File: src/rtl/stream_round_robin_arbiter.sv
// stream_round_robin_arbiter: round-robin merge of ready/valid word streams into one registered, source-tagged output.
// Define STREAM_ROUND_ROBIN_ARBITER_LOCK_EN to hold the grant on one input until its last word.
module stream_round_robin_arbiter #(
  parameter int WORD_WIDTH = 8,
  parameter int INPUT_COUNT = 4,
  localparam int SOURCE_WIDTH = $clog2(INPUT_COUNT)
) (
  input  logic                              clock,
  input  logic                              clear,
  input  logic [INPUT_COUNT-1:0]            input_valid,
  output logic [INPUT_COUNT-1:0]            input_ready,
  input  logic [INPUT_COUNT*WORD_WIDTH-1:0] input_data,
  input  logic [INPUT_COUNT-1:0]            input_last,
  output logic                              output_valid,
  input  logic                              output_ready,
  output logic [WORD_WIDTH-1:0]             output_data,
  output logic                              output_last,
  output logic [SOURCE_WIDTH-1:0]           output_source
);
  logic                    valid_q, last_q, accept, found, xfer;
  logic [WORD_WIDTH-1:0]   data_q;
  logic [SOURCE_WIDTH-1:0] src_q, prev_q, grant_idx, idx;
  logic [INPUT_COUNT-1:0]  grant;
`ifdef STREAM_ROUND_ROBIN_ARBITER_LOCK_EN
  logic lock_q;
`endif
  assign accept = !valid_q || output_ready;
  // search starts just after the last winner, so prev_q itself is the final candidate
  always_comb begin
    found = 1'b0;
    grant_idx = '0;
    idx = '0;
    for (int k = 1; k <= INPUT_COUNT; k++) begin
      idx = SOURCE_WIDTH'((int'(prev_q) + k) % INPUT_COUNT);
      if (!found && input_valid[idx]) begin
        found = 1'b1;
        grant_idx = idx;
      end
    end
`ifdef STREAM_ROUND_ROBIN_ARBITER_LOCK_EN
    if (lock_q) begin
      found = input_valid[prev_q];
      grant_idx = prev_q;
    end
`endif
    grant = found ? INPUT_COUNT'(1) << grant_idx : '0;
  end
  assign input_ready = accept ? grant : '0;
  assign xfer = found && accept;
  always_ff @(posedge clock or posedge clear) begin
    if (clear) begin
      valid_q <= 1'b0;
      data_q <= '0;
      last_q <= 1'b0;
      src_q <= '0;
      prev_q <= SOURCE_WIDTH'(INPUT_COUNT - 1);
`ifdef STREAM_ROUND_ROBIN_ARBITER_LOCK_EN
      lock_q <= 1'b0;
`endif
    end else if (xfer) begin
      valid_q <= 1'b1;
      data_q <= input_data[grant_idx*WORD_WIDTH +: WORD_WIDTH];
      last_q <= input_last[grant_idx];
      src_q <= grant_idx;
      prev_q <= grant_idx;
`ifdef STREAM_ROUND_ROBIN_ARBITER_LOCK_EN
      lock_q <= !input_last[grant_idx];
`endif
    end else if (output_ready) begin
      valid_q <= 1'b0;
    end
  end
  assign output_valid = valid_q;
  assign output_data = data_q;
  assign output_last = last_q;
  assign output_source = src_q;
endmodule
File: config.mk
export PLATFORM = sky130hd
export DESIGN_NAME = stream_round_robin_arbiter
export DESIGN_NICKNAME = d
export VERILOG_FILES = /design/src/rtl/stream_round_robin_arbiter.sv
export SDC_FILE = /design/constraint.sdc
export NUM_CORES = 1
export LEC_CHECK = 0
export CAP_MARGIN = 10
export CORE_MARGIN = 2
export CORE_UTILIZATION = 37
export DETAILED_ROUTE_END_ITERATION = 8
export PLACE_DENSITY = 0.82
export SLEW_MARGIN = 20
export SYNTH_ARGS = -nofsm -noshare
export SYNTH_HDL_FRONTEND = slang
export SYNTH_SLANG_ARGS = --single-unit
export TNS_END_PERCENT = 1
File: constraint.sdc
create_clock -name clock -period 2.8 [get_ports clock]
set_input_delay 0.56 -clock clock [delete_from_list [all_inputs] [get_ports clock]]
set_output_delay 0.56 -clock clock [all_outputs]
set_load 0.005 [all_outputs]
==> summary.txt <==
Final layout
  • Finished Core Util: 67.3%
  • Diodes inserted: 0
  • Commonest non-fill, non-tap cell in the layout: clkdlybuf4s50_1
  • Layout area overhead: 72.2%
  • Fin nets: 220
  • Fraction of layout cells with a size suffix above 1: 18.2%
  • Final std cells w/o fill: 206
  • Commonest non-fill, non-tap cells in the layout: clkdlybuf4s50_1 (54), a211oi_1 (17), nor2_1 (15), inv_1 (14), buf_4 (13)

Logic synthesis
  • #FFs+latches synth: 14
  • Yosys warns: 0
  • Mapped Nets: 149
  • Register area share after synthesis: 36.1%
  • Syn Inst Count: 106
  • Distinct cells, synth: 29
  • Mapped Area: 977 sq um
  • Synthesized area per cell: 9.22 sq um

Detailed routing
  • Drt total wl: 2850 microns
  • WL/cell: 13.8 microns
  • Number of remaining DRC errors: 0
  • Drt via density: 5.21
  • Post-DRT Antenna Nets: 0
  • Drt pass-1 iters: 4
  • Via Count: 1074
  • First DRT Iteration DRCs: 14

Placement
  • Dpl cells: 202
  • Global placement routability congestion: 0.942
  • Post-DP HPWL: 2320 microns
  • Place WS: -0.210 ns
  • # port buffers: 58

STA
  • Tmin final: 2.75 ns
  • Setup violators final: 0
  • Tcrit/Tclk final: 98.1%
  • Worst setup margin: 0.0526 ns
  • Slew Limit Fails: 0
  • Max_slew headroom: 64.7%
  • Hold Worst Slack: 0.503 ns
  • Unrepaired setup endpoints after global routing: yes
  • Max frequency: 364 MHz
  • Final Skew: 0.00329 ns
  • Hold Vio Cnt, Final: 0
  • Slew @ Worst Pin: 0.529 ns

Die
  • Boundary Pins: 59
  • Die Wd: 55.4 microns
  • Core Area: 2500 sq um
  • FP Rows: 18
  • Die Y-Extent: 55.4 microns
  • Die ar.: 3070 sq um
  • Initial Util: 39.1%

Power and ir drop
  • Comb pwr share: 49.0%
  • Switching share of total power: 31.3%
  • Worst vdd rail ir drop: 0.332 mV
  • P_int: 596 uW
  • Clock power share: 17.1%
  • Sequential Power Share: 33.9%
  • Net Sw Power: 272 uW
  • Pwr Total: 867 uW
  • Leakage power: 0.731 nW
  • Power Dens Cells: 515 nW/um^2

CTS
  • Postcts setup bufs: 0
  • Clock Pin Slew Worst Setup and Hold Paths: 0.09 ns
  • Clock Tree Root: clkbuf_4
  • CTS buffer count: 3
  • Maximum root-to-sink buffer count: 2
  • Skew-Pair Late Insertion Delay: 0.28 ns
  • H-tree depth: 1
  • CTS tree: built
  • Clk sink count: 14

Critical path
  • CP max FO: 6
  • Crit path DAT: 2.19 ns
  • CP Capture Type: primary output
  • Critical Path Source Type: primary input
  • Crit Path Class: primary input to primary output
  • CP Data Required Time: 2.24 ns
  • Reg2reg start: prev_q[0]
  • Crit path from: input_valid[3]

Worst hold path
  • Origin of the worst min-delay path: output_source[1]
  • HP Class: flip-flop to flip-flop

GRT
  • Vias in the first global route: 1180
  • First-pass GRT wire length: 4940 microns
  • Largest net degree at the start of global routing: 15
  • Grt ovf: 0
  • Global Route Usage Sum: 20.0%
  • Initial antenna violation count: 0

Flow run
  • Max_cap viols: 0

Status
  • Outcome: complete, no violations
==> synthesized netlist by cell type (all sizes together) <==
library cell,n,area [sq um]
nor4,1,6.26
a31oi,9,56.3
mux2i,9,90.1
a211oi,18,140
nor2,15,56.3
nor2b,1,6.26
and2,1,6.26
a21o,2,15.0
nand2,1,6.26
a21oi,3,15.0
inv,14,52.6
o21ai,4,46.3
or2,1,6.26
and3,2,17.5
dfstp,2,52.6
or3b,1,8.76
nor3,1,5.00
dfrtp,12,300
and2b,3,30.0
buf,3,40.0
o311ai,1,8.76
clkbuf,2,11.3
==> worst paths after layout <==
| kind | end | slack, ns | cells after the start |
|---|---|---|---|
| setup / recovery | input_ready[0] | 0.05 | 7 |
| hold / removal | output_source[1] | 0.50 | 1 |
| setup reg to reg | output_data[2] | 0.90 | 7 |
| hold reg to reg | output_source[1] | 0.50 | 1 |
| max in group asynchronous | prev_q[0] | 1.83 | 2 |
| min in group asynchronous | output_source[0] | 0.61 | 2 |
==> power by group through the flow <==
stage          combinational (mW)  clock, mW  sequential [mW]
2_1_floorplan               0.214          0            0.297
3_3_place_gp                0.416          0            0.297
3_5_place_dp                0.426          0            0.297
4_1_cts                     0.429      0.153            0.295
5_1_grt                     0.461      0.163            0.302
6_report                    0.425      0.148            0.294
==> stage by stage <==
stage | setup TNS (ns) | instance area (sq um)
floorplan | 0 | 977
global placement | -0.612 | 1640
detailed placement | -0.709 | 1640
CTS | 0 | 1680
global route | -0.0847 | 1680
finish | 0 | 1680
==> repair_timing <==
item                       CTS  global route
setup endpoints to repair    4             3
hold buffers                 0             0
resized for setup            6             0
==> sequential cells by signal, summed over array words and instances (netlist names) <==
signal	cells
output_data	8
prev_q	2
output_last	1
output_valid	1
output_source	2
==> cell type report <==
type	count	area, sq um
well taps	30	37.5
fillers	214	817
inverters	14	52.6
repair buffers	71	673
clock buffers	4	36.3
multi-input cells	73	531
flip-flops and latches	14	353
==> metal layers <==
metal	track usage (%)	part of all wire [%]	vias up
met5	0	0	-
met4	6.62	0.98	0
met3	4.22	6.3	4
met2	36.1	53	38
met1	23.3	40	508
li1	-	-	524
==> kinds of logic after synthesis <==
logic type	share of synthesized area, %
buffers and inverters	10.6
AOI/OAI and AO/OA	28.8
muxes	9.22
and+or+nand+nor	15.2
DFF	36.1
==> critical path, stage by stage <==
cell and delay (ns):
dlygate4sd2_1 0.29, and2b_4 0.19, buf_4 0.13, o21ai_4 0.14, and3_4 0.23, and3_1 0.15
clkdlybuf4s50_1 0.49
Note: power is estimated with default switching activity, not from simulation.
